`src/rtl/lsu_bus_ctrl.sv`:
```
// Load/store unit bridging execute to a request/grant/response data bus.
// One access in flight; alignment check, lane steering, load extension, watchdog.
module lsu_bus_ctrl #(
  parameter int TIMEOUT_CYCLES = 256,
  parameter int CNT_W          = 9
) (
  input  logic        clk,
  input  logic        rst,
  input  logic        in_valid,
  output logic        in_ready,
  input  logic [31:0] addr,
  input  logic [2:0]  is_load,
  input  logic [2:0]  is_store,
  input  logic [31:0] wdata,
  output logic        mem_req,
  output logic        mem_we,
  output logic [31:0] mem_addr,
  output logic [31:0] mem_wdata,
  output logic [3:0]  mem_wmask,
  input  logic        mem_gnt,
  input  logic        mem_rvalid,
  input  logic [31:0] mem_rdata,
  output logic        out_valid,
  input  logic        out_ready,
  output logic [31:0] rdata,
  output logic [1:0]  err
);
  localparam int NUM_LANES = 4;

  typedef enum logic [1:0] {S_IDLE, S_REQ, S_WAIT, S_RESP} state_t;

  state_t                       r_state, w_nxt;
  logic [1:0]                   r_boff;
  logic [2:0]                   r_ld;
  logic [CNT_W-1:0]             r_cnt;
  logic [31:0]                  r_rdata;
  logic [1:0]                   r_err;
  logic                         r_ovld;
  logic                         r_mem_we;
  logic [31:0]                  r_mem_addr;
  logic [NUM_LANES-1:0][7:0]    r_mem_wdata;
  logic [NUM_LANES-1:0]         r_mem_wmask;

  logic                         w_acc, w_ld_none, w_st_none, w_ld_ok, w_st_ok;
  logic                         w_is_st, w_mis, w_go, w_to, w_done, w_busy;
  logic [1:0]                   w_size, w_dec_err;
  logic [NUM_LANES-1:0][7:0]    w_sdata;
  logic [NUM_LANES-1:0]         w_smask;
  logic [NUM_LANES-1:0][7:0]    w_rb;
  logic [7:0]                   w_lbyte;
  logic [15:0]                  w_lhalf;
  logic [31:0]                  w_ldata;

  assign w_acc     = in_valid & (r_state == S_IDLE);
  assign w_ld_none = (is_load == 3'b111);
  assign w_st_none = (is_store == 3'b111);
  assign w_ld_ok   = is_load inside {3'b000, 3'b001, 3'b010, 3'b100, 3'b101};
  assign w_st_ok   = is_store inside {3'b000, 3'b001, 3'b010};
  assign w_is_st   = w_ld_none & ~w_st_none;
  // size code: 0 byte, 1 half, 2 word (low bits of either opcode)
  assign w_size    = w_st_none ? is_load[1:0] : is_store[1:0];
  assign w_mis     = ((w_size == 2'd1) & addr[0]) | ((w_size == 2'd2) & (addr[1:0] != 2'b00));

  always_comb begin
    w_dec_err = 2'b00;
    w_go      = 1'b0;
    if (!w_ld_none && !w_st_none)          w_dec_err = 2'b11;
    else if (w_ld_none && w_st_none)       w_dec_err = 2'b00;
    else if (!(w_ld_none ? w_st_ok : w_ld_ok)) w_dec_err = 2'b11;
    else if (w_mis)                        w_dec_err = 2'b01;
    else                                   w_go      = 1'b1;
  end

  for (genvar i = 0; i < NUM_LANES; i++) begin : g_lane
    localparam logic [1:0] LI = 2'(i);
    localparam int         HO = (i % 2) * 8;
    assign w_smask[i] = (w_size == 2'd2) | ((w_size == 2'd1) & (addr[1] == LI[1])) |
                        ((w_size == 2'd0) & (addr[1:0] == LI));
    assign w_sdata[i] = (w_size == 2'd0) ? wdata[7:0] :
                        (w_size == 2'd1) ? wdata[HO +: 8] : wdata[i*8 +: 8];
  end

  assign w_rb    = mem_rdata;
  assign w_lbyte = w_rb[r_boff];
  assign w_lhalf = r_boff[1] ? mem_rdata[31:16] : mem_rdata[15:0];

  always_comb begin
    case (r_ld)
      3'b000:  w_ldata = {{24{w_lbyte[7]}}, w_lbyte};
      3'b100:  w_ldata = {24'd0, w_lbyte};
      3'b001:  w_ldata = {{16{w_lhalf[15]}}, w_lhalf};
      3'b101:  w_ldata = {16'd0, w_lhalf};
      default: w_ldata = mem_rdata;
    endcase
  end

  assign w_busy = (r_state == S_REQ) | (r_state == S_WAIT);
  assign w_to   = (r_cnt == CNT_W'(TIMEOUT_CYCLES - 1));
  assign w_done = (r_state == S_WAIT) & mem_rvalid;

  // a grant arriving with the watchdog expiring is not completion, so timeout wins in REQ
  always_comb begin
    w_nxt = r_state;
    case (r_state)
      S_IDLE: if (w_acc) w_nxt = w_go ? S_REQ : S_RESP;
      S_REQ:  if (w_to) w_nxt = S_RESP; else if (mem_gnt) w_nxt = S_WAIT;
      S_WAIT: if (mem_rvalid || w_to) w_nxt = S_RESP;
      S_RESP: if (r_ovld && out_ready) w_nxt = S_IDLE;
      default: w_nxt = S_IDLE;
    endcase
  end

  always_ff @(posedge clk or posedge rst) begin
    if (rst) begin
      r_state     <= S_IDLE;
      r_boff      <= 2'b00;
      r_ld        <= 3'b111;
      r_cnt       <= '0;
      r_rdata     <= 32'd0;
      r_err       <= 2'b00;
      r_ovld      <= 1'b0;
      r_mem_we    <= 1'b0;
      r_mem_addr  <= 32'd0;
      r_mem_wdata <= '0;
      r_mem_wmask <= '0;
    end else begin
      r_state <= w_nxt;
      // result register stage: out_valid follows RESP entry by one cycle
      r_ovld  <= (r_state == S_RESP) & ~(r_ovld & out_ready);
      if (w_acc) begin
        r_boff      <= addr[1:0];
        r_ld        <= is_load;
        r_cnt       <= '0;
        r_rdata     <= 32'd0;
        r_err       <= w_dec_err;
        r_mem_addr  <= {addr[31:2], 2'b00};
        r_mem_we    <= w_go & w_is_st;
        r_mem_wdata <= (w_go & w_is_st) ? w_sdata : '0;
        r_mem_wmask <= (w_go & w_is_st) ? w_smask : '0;
      end else if (w_busy) begin
        r_cnt <= r_cnt + CNT_W'(1);
      end
      if (w_done) begin
        r_err <= 2'b00;
        if (!r_mem_we) r_rdata <= w_ldata;
      end else if (w_busy && w_to) begin
        r_err <= 2'b10;
      end
    end
  end

  assign in_ready  = (r_state == S_IDLE);
  assign mem_req   = (r_state == S_REQ);
  assign mem_we    = r_mem_we;
  assign mem_addr  = r_mem_addr;
  assign mem_wdata = r_mem_wdata;
  assign mem_wmask = r_mem_wmask;
  assign out_valid = r_ovld;
  assign rdata     = r_rdata;
  assign err       = r_err;
endmodule

```
`config.mk`:
```
export PLATFORM = sky130hd
export DESIGN_NAME = lsu_bus_ctrl
export DESIGN_NICKNAME = d
export VERILOG_FILES = /design/src/rtl/lsu_bus_ctrl.sv
export SDC_FILE = /design/constraint.sdc
export NUM_CORES = 1
export LEC_CHECK = 0
export ABC_AREA = 1
export ABC_CLOCK_PERIOD_IN_PS = 3200
export BUFFER_PORTS_ARGS = -buffer_cell sky130_fd_sc_hd__buf_2
export CORE_MARGIN = 2
export CORE_UTILIZATION = 35
export DETAILED_ROUTE_END_ITERATION = 10
export PLACE_DENSITY = 0.71
export SETUP_SLACK_MARGIN = 0.2
export SKIP_CTS_REPAIR_TIMING = 1
export SLEW_MARGIN = 0
export SYNTH_ARGS = -nofsm -noshare
export SYNTH_HDL_FRONTEND = slang
export SYNTH_SLANG_ARGS = --single-unit
```
`constraint.sdc`:
```
create_clock -name clk -period 3.2 [get_ports clk]
set_clock_uncertainty 0.2 [all_clocks]
set_input_delay 0.16 -clock clk [delete_from_list [all_inputs] [get_ports clk]]
set_output_delay 0.16 -clock clk [all_outputs]
set_load 0.03 [all_outputs]
```
==> metrics, run 1 <==
status=complete, but fails checks; failing checks=negative hold slack; fmax=between 400 and 500 MHz; Clock Path Buffers=2; vias=6784; Synth area leaders=dfrtp_1 47%, nand2_1 25%, nand3_1 7.4%; Die Wd=between 100 and 150 µm; Num CTS Buffers=17; clock tree from TritonCTS=done; DR WL/cell=14.9 µm; post-synthesis sequential area ratio=48.7%; antenna cells=0; Core Rows=48; post-synth top area cell=dfrtp_1; Netlist cell types=29; Post-synth EDFFs=0; Clock Sinks=118; Peak VDD IR=0.000392 V; Synth Cell Area=0.00607 mm²; Setup crit end=mem_wdata[30]$_DFFE_PP0P_; Remaining DRCs=0; via/cell ratio=4.91; CP Launch Type=register; actual slew at the worst max-slew pin=0.874 ns; Maximum Capacitance Violations=0; share of post-route cells with drive strength above 1=22.8%; Root Driver=clkbuf_16; CP startpoint=r_state[1]$_DFFE_PP0P_; WP data required=between 3 and 4 ns; GPL Wtd Cong=between 0.8 and 0.9; hold path depth=5; Multi-input gate area=between 0.002 and 0.003 mm²; Setup crit end kind=register; DRT Pass-1 Iters=6; r2r worst-path depth=10; CP Class=reg2reg; HPWL after DPL=12900 µm; Final Max Tran Viols=0; post-synth top area share=47.4%; core area=0.0171 mm²; WL final=20500 µm; #FFs+latches synth=118; WHS=-0.0257 ns; Initial DRC Count=about 520; vias in the first global route=5772; placed insts=1246; Primary FF master, synth=dfrtp_1; Port Buffers=211; asr flop ratio synth=100%; final instance count without filler cells=1381; critical-path maximum fanout=40; Clock transition at path regs=0.06 ns; reg2reg end=mem_wdata[30]$_DFFE_PP0P_; total of fill cells in the finished design=roughly 1.6k; Skew-Pair Late Insertion Delay=0.41 ns; Ys Warns=0; RSZ-0062 raised after global routing=no; GRT overflow=0; Post-synth top cells=406 x nand2_1, 115 x dfrtp_1, 90 x nand3_1; global-route wire length before repair=28700 µm; initial antenna violation count=0; final worst path period need=2.47 ns; Layout Nets=1257; hold crit path type=in2reg; Cells after Synth=approximately 840; initial core utilization=35.5%; Leak=5.10 nW; Synth Area per Inst=7.20 µm²; CP cell instances=inv_1, ha_1, nand2_4, inv_2, nand3_1, nor2_1, inv_2, nor2_8, nand2_1, nand2_1; Pwr Density=~860 mW/mm²; H-tree depth=4; setup violators final=0; Die ar.=0.0184 mm²; largest net degree at the start of global routing=46; Worst slew margin=between 40% and 50%; r2r startpoint=r_state[1]$_DFFE_PP0P_; crit share post-route=77.1%; Area Overhead vs Synth=46.4%; Worst R2R Setup Slack=0.73 ns; critical path arrival=2.62 ns; DRT antenna net count=0; io pins=approximately 210; sum of negative setup slack=0 ns; Worst path max stage delay=0.42 ns; gr usage total=between 10% and 20%; area occupied by registers=0.00296 mm²; endpoints failing hold=4; die height=approximately 140 µm; CP max stage cell=dfrtp_1; top-count cell post-synth=nand2_1
## logic make-up (layout without fill, tap and decap cells)
family / count (synthesis) / in the layout / share of synthesized area, %
compound gates: 67 / 67 / 6.22
fa+ha+maj: 6 / 6 / 1.24
buf+inv: 93 / 405 / 6.51
flops: 118 / 118 / 48.7
other cells: 1 / 2 / 0.0618
simple gates: 558 / 558 / 37.3
## cell type report
cell class	count	area share, %
Tap cell	225	3.17
Timing Repair Buffer	325	24.7
Sequential cell	118	33.3
Clock buffer	20	4.91
Multi-Input combinational cell	633	30.7
Inverter	48	2.07
Clock inverter	12	1.20
## through the flow
| step | setup WS [ns] | utilization [%] | total power [W] | area, µm² |
|---|---|---|---|---|
| after global routing | 0.477 | 51.9 | 0.00812 | 8890 |
| after floorplan | 1.08 | - | 0.00473 | 6080 |
| final | 0.732 | 51.9 | 0.00761 | 8890 |
| after global placement | 0.829 | 42.7 | 0.00564 | 7320 |
| after detailed placement | 0.721 | 42.7 | 0.00570 | 7320 |
| after CTS | 0.718 | 45.9 | 0.00749 | 7860 |
## sequential cells by signal, indices dropped and copies added, names as in the netlist
name       count
mem_wdata     32
rdata         32
mem_addr      30
r_cnt          9
mem_wmask      4
r_ld           3
err            2
r_boff         2
r_state        2
mem_we         1
out_valid      1
## per-layer routing
metal	vias to the layer above	track usage [%]	routed length, µm
met1	3143	26.7	8540
met2	333	31.2	10100
met3	35	4.00	1550
met5	-	0	0
li1	3273	-	-
met4	0	6.48	336
## worst min path at each step
stage,from,end,slack [ns]
after CTS,addr[12],mem_addr[12]$_DFFE_PP0P_,-0.28
final,mem_rdata[13],rdata[13]$_DFF_PP0_,-0.03
after floorplan,addr[10],mem_addr[10]$_DFFE_PP0P_,0.07
after global routing,mem_rdata[13],rdata[13]$_DFF_PP0_,0.009
after global placement,addr[24],mem_addr[24]$_DFFE_PP0P_,0.15
after detailed placement,addr[19],mem_addr[19]$_DFFE_PP0P_,0.16
## worst max-delay path, delay by kind of cell (launching register included)
kind | cells | cell delay, ns
adder cells (fa/ha/maj) | 1 | 0.30
buffers and inverters | 3 | 0.32
flip-flops | 1 | 0.42
AND/OR/NAND/NOR | 6 | 1.13
## power by group
part | total (W) | switching (W) | internal, W
combinational | 0.00348 | 0.00241 | 0.00107
clock | 0.00176 | 0.000696 | 0.00106
sequential | 0.00237 | 0.000354 | 0.00202
total | 0.00761 | 0.00346 | 0.00415
## cell usage in the layout, fill, tap and decap left out
master / n
dlygate4sd3_1: 103
clkinv_2: 4
o22ai_1: 5
nand3b_1: 2
nand3_1: 90
o21bai_1: 4
nand4_1: 4
nor2_1: 45
inv_6: 1
a311oi_1: 1
inv_2: 3
o21ai_1: 2
nor2_8: 1
nor2_4: 1
nand2_4: 1
a21oi_1: 20
inv_1: 44
buf_12: 2
bufinv_16: 1
nand2_1: 405
o211ai_1: 2
clkinvlp_4: 5
a211oi_1: 1
buf_4: 9
nor3_1: 7
dfrtp_1: 115
o21ai_0: 28
clkbuf_16: 17
conb_1: 2
clkinv_4: 2
ha_1: 6
nand2_2: 2
o221ai_1: 4
clkbuf_1: 3
buf_2: 211
dfstp_2: 3
Note: power is estimated with default switching activity, not from simulation.
==> run 2, diff against run 1 <==
Settings changed: ABC_CLOCK_PERIOD_IN_PS 3200 to 2420, PLACE_DENSITY 0.71 to 0.69.
Clock period 3.2 ns to 2.42 ns, I/O delays scaled along.
==> metrics, run 2 (synthesis gave the netlist of run 1 again) <==
Remaining DRCs=0; Area Overhead vs Synth=48.0%; Clock Sinks=approximately 120; fmax=464 MHz; WHS=-0.0501 ns; Layout Nets=1263; Peak VDD IR=0.000644 V; Num CTS Buffers=17; final worst path period need=2.16 ns; Gate power share=45.4%; Initial DRC Count=533; area occupied by registers=0.00296 mm²; Clock transition at path regs=0.06 ns; global-route wire length before repair=between 20000 and 30000 µm; Multi-input gate area=0.00276 mm²; failing checks=negative hold slack; via/cell ratio=4.83; Final Max Tran Viols=0; Core Rows=48; Skew-Pair Late Insertion Delay=0.41 ns; GRT overflow=0; hold crit path type=in2reg; critical-path maximum fanout=27; sum of negative setup slack=0 ns; gr usage total=a little under a fifth; Pwr Density=1130 mW/mm²; Setup crit end kind=register; Psw=between 0.004 and 0.005 W; DRT antenna net count=0; H-tree depth=4; Port Buffers=211; largest net degree at the start of global routing=120; clock tree from TritonCTS=done; RSZ-0062 raised after global routing=no; commonest non-fill, non-tap cell in the layout=nand2_1; crit share post-route=89.1%; status=complete, but fails checks; die height=136 µm; setup violators final=0; Sw Share=44.5%; core area=approximately 0.017 mm²; Die Wd=136 µm; CP Launch Type=register; CP Class=reg2reg; total of fill cells in the finished design=1607; vias in the first global route=5564; share of post-route cells with drive strength above 1=23.2%; initial core utilization=a little over a third; io pins=214; WP data required=2.52 ns; endpoints failing hold=1; vias=6696; actual slew at the worst max-slew pin=about 0.66 ns; Die ar.=0.0184 mm²; Leak=5.14 nW; Root Driver=clkbuf_16; initial antenna violation count=0; DR WL/cell=14.2 µm; Seq pwr share=30.5%; WL final=19700 µm; Internal Power=0.00566 W; Clock Path Buffers=2; Worst slew margin=56.2%; Maximum Capacitance Violations=0; HPWL after DPL=12500 µm; DRT Pass-1 Iters=6; most frequent cells in the layout=405 x nand2_1, 211 x buf_2, 115 x dfrtp_1, 103 x dlygate4sd3_1, 90 x nand3_1; GPL Wtd Cong=0.829; antenna cells=0; critical path arrival=2.26 ns; Clk pwr share=24.1%
## run 2: cell types whose count changed in the layout (fill, tap and decap cells not counted), sizes merged
cell and delta:
inv +1, clkinvlp -3, bufinv +1, nor2 +3, buf +3
## run 2: layer usage
| metal | track usage (%) | up-vias | share of wire (%) |
|---|---|---|---|
| li1 | - | 3275 | - |
| met3 | 4.64 | 39 | 7.8 |
| met2 | 30.9 | 308 | 48 |
| met5 | 0 | - | 0 |
| met1 | 24.6 | 3074 | 42 |
| met4 | 7.18 | 0 | 2.1 |
## run 2: final cells by class
| cell class | count | area share, % |
|---|---|---|
| multi-input combinational | 636 | 30.7 |
| sequential | 118 | 32.9 |
| clock buffer | 20 | 4.97 |
| clock inverter | 11 | 1.41 |
| tap | 225 | 3.13 |
| inverter | 48 | 2.07 |
| timing repair buffer | 328 | 24.8 |
## run 2: final timing paths
check / to / slack [ns] / cells past startpoint / start
max in group asynchronous: mem_addr[21]$_DFFE_PP0P_ / 1.30 / 4 / rst
worst max-delay path: rdata[6]$_DFF_PP0_ / 0.26 / 5 / r_ld[1]$_DFFE_PP1P_
min in group asynchronous: mem_wdata[5]$_DFFE_PP0P_ / 0.22 / 4 / rst
worst min-delay path: rdata[7]$_DFF_PP0_ / -0.05 / 5 / mem_rdata[7]
worst max register to register: rdata[6]$_DFF_PP0_ / 0.26 / 5 / r_ld[1]$_DFFE_PP1P_
worst min register to register: mem_wdata[18]$_DFFE_PP0P_ / 0.27 / 2 / mem_wdata[18]$_DFFE_PP0P_
## run 2: critical path, stage by stage (launching register included)
cell and delay, ns:
dfstp_2 0.68, buf_4 0.34, o21bai_1 0.11, dlygate4sd3_1 0.56
nand3_1 0.09, nand2_1 0.06
## run 2: metrics by stage
stage / util [%] / power, W / instances / cell area (µm²) / worst slack [ns]
final: 52.5 / 0.0102 / 1386 / 8990 / 0.263
after global routing: 52.5 / 0.0109 / 1386 / 8990 / 0.186
after CTS: 46.2 / 0.0101 / 1279 / 7900 / 0.233
after detailed placement: 42.8 / 0.00759 / 1248 / 7330 / 0.240
after global placement: 42.8 / 0.00751 / 1248 / 7330 / 0.307
after floorplan: - / 0.00625 / 844 / 6080 / 0.301
## run 2: power groups by stage
stage | Clock (W) | Combinational, W | Sequential, W
6_report | 0.00245 | 0.00463 | 0.00311
4_1_cts | 0.00251 | 0.00448 | 0.00310
3_3_place_gp | 0 | 0.00441 | 0.00310
5_1_grt | 0.00260 | 0.00508 | 0.00319
3_5_place_dp | 0 | 0.00446 | 0.00313
2_1_floorplan | 0 | 0.00210 | 0.00416
==> run 3, diff against run 2 <==
Settings changed: CORE_MARGIN 2 to unset, CTS_CLUSTER_SIZE set to 30.
==> metrics, run 3 (synthesis gave the netlist of run 1 again) <==
Area Overhead vs Synth=49.7%; share of post-route cells with drive strength above 1=23.2%; Core Rows=between 40 and 50; CP max stage cell=dlygate4sd3_1; reg2reg end=mem_wdata[14]$_DFFE_PP0P_; critical-path maximum fanout=10; Die Wd=134 µm; DRT Pass-1 Iters=5; setup violators final=0; DR WL/cell=14.5 µm; HPWL after DPL=between 10000 and 15000 µm; total of fill cells in the finished design=about 1.5k; commonest non-fill, non-tap cell in the layout=nand2_1; Hold Crit Start=mem_gnt; Final Total Pwr=0.0103 W; io pins=214; r2r worst-path depth=11; vias in the first global route=5775; fmax=458 MHz; GRT overflow=0; H-tree depth=4; Root Driver=clkbuf_16; routed wl met2=a little under 10000 µm; GPL Wtd Cong=0.888; Clock Path Buffers=2; Pwr Density=1130 mW/mm²; sum of negative setup slack=0 ns; placed insts=1244; DRT met1 WL=8400 µm; crit share post-route=90.3%; critical path arrival=2.35 ns; Skew-Pair Late Insertion Delay=0.41 ns; Worst path max stage delay=0.58 ns; Initial DRC Count=510; met3 routed WL=roughly 1600 µm; status=complete, but fails checks; Leak=5.19 nW; via/cell ratio=~4.9; Remaining DRCs=0; RSZ-0062 raised after global routing=no; failing checks=negative hold slack; Die ar.=0.0179 mm²; actual slew at the worst max-slew pin=0.553 ns; Hold EP=r_state[1]$_DFFE_PP0P_; core area=0.0168 mm²; CP Buf/Inv Count=4; max layer used=met5; die height=about 130 µm; WL final=20200 µm; CP Launch Type=primary input; CP Class=in2reg; CP cell instances=dlygate4sd3_1, buf_2, nor2_1, nor2_1, buf_4, nor2_4, nand2_1, nand3_1, dlygate4sd3_1, nand2_1, nand2_1; hold crit path type=in2reg; Maximum Capacitance Violations=0; endpoints failing hold=1; Setup crit end kind=register; Clock transition at path regs=0.07 ns; final instance count without filler cells=1390; DRT antenna net count=0; Worst R2R Setup Slack=0.33 ns; initial antenna violation count=1; largest net degree at the start of global routing=120; vias=roughly 6.8k; cell mode on critical path=nand2_1; global-route wire length before repair=a little under 30000 µm; Layout Nets=1271; Num CTS Buffers=17; r2r startpoint=r_state[0]$_DFFE_PP0P_; hold path depth=6; Worst slew margin=63.1%; Final Max Tran Viols=0; Port Buffers=211; gr usage total=between 20% and 30%; antenna cells=0; clock tree from TritonCTS=done; Peak VDD IR=just over 0.0005 V; WP data required=2.58 ns; family with the most delay on the worst path=buffers and inverters; most frequent cells in the layout=405 x nand2_1, 211 x buf_2, 115 x dfrtp_1, 111 x dlygate4sd3_1, 90 x nand3_1; Clock Sinks=between 100 and 150; WHS=-0.0118 ns; initial core utilization=between 30% and 40%; final worst path period need=between 2 and 2.5 ns
run 3: changes by cell type in the layout (fill, tap and decap cells not counted), moves of 2 or more:
cell,change
inv_6,+3
inv_8,+4
clkinv_2,-3
clkbuf_1,-2
dlygate4sd3_1,+8
run 3: worst max path at each step:
stage | from | to | slack, ns | depth (start not counted)
CTS | r_state[0]$_DFFE_PP0P_ | mem_wdata[4]$_DFFE_PP0P_ | 0.23 | 10
global placement | r_state[0]$_DFFE_PP0P_ | mem_wdata[10]$_DFFE_PP0P_ | 0.33 | 10
detailed placement | r_state[0]$_DFFE_PP0P_ | mem_wdata[4]$_DFFE_PP0P_ | 0.24 | 10
floorplan | r_state[0]$_DFFE_PP0P_ | mem_wdata[23]$_DFFE_PP0P_ | 0.30 | 11
global route | r_state[0]$_DFFE_PP0P_ | mem_wdata[14]$_DFFE_PP0P_ | 0.17 | 11
finish | is_load[1] | mem_wdata[26]$_DFFE_PP0P_ | 0.23 | 11
run 3: area by class of cell:
class / count / area, µm² / area share, %
Sequential cell: 118 / 2960 / 32.5
Multi-Input combinational cell: 635 / 2750 / 30.3
Timing Repair Buffer: 337 / 2330 / 25.6
Clock buffer: 17 / 425 / 4.68
Tap cell: 220 / 275 / 3.03
Inverter: 48 / 186 / 2.05
Clock inverter: 15 / 161 / 1.78
run 3: where the power goes:
group	switching, W	internal, W	leakage [nW]
Sequential	0.000424	0.00266	1.54
Combinational	0.00322	0.00148	3.36
Clock	0.00105	0.00146	0.287
Total	0.00469	0.00561	5.19
run 3: tightest hold or removal path: cells and delay by family:
family / cells / cell delay [ns]
compound gates: 1 / 0.05
buf+inv: 1 / 0.08
simple gates: 4 / 0.32
run 3: stage by stage:
step	utilization, %	worst slack, ns	instance area [µm²]	hold slack, ns
after global placement	43.8	0.331	7340	-0.00438
after floorplan	-	0.301	6080	0.0306
after CTS	47.3	0.231	7930	-0.447
after detailed placement	43.8	0.239	7340	-0.00104
after global routing	54.2	0.170	9090	0.0184
final	54.2	0.235	9090	-0.0118
run 3: layer usage:
layer / track usage, % / up-vias
li1: - / 3293
met1: 27.3 / 3116
met2: 32.9 / 317
met3: 4.95 / 39
met4: 7.20 / 2
met5: 0 / -
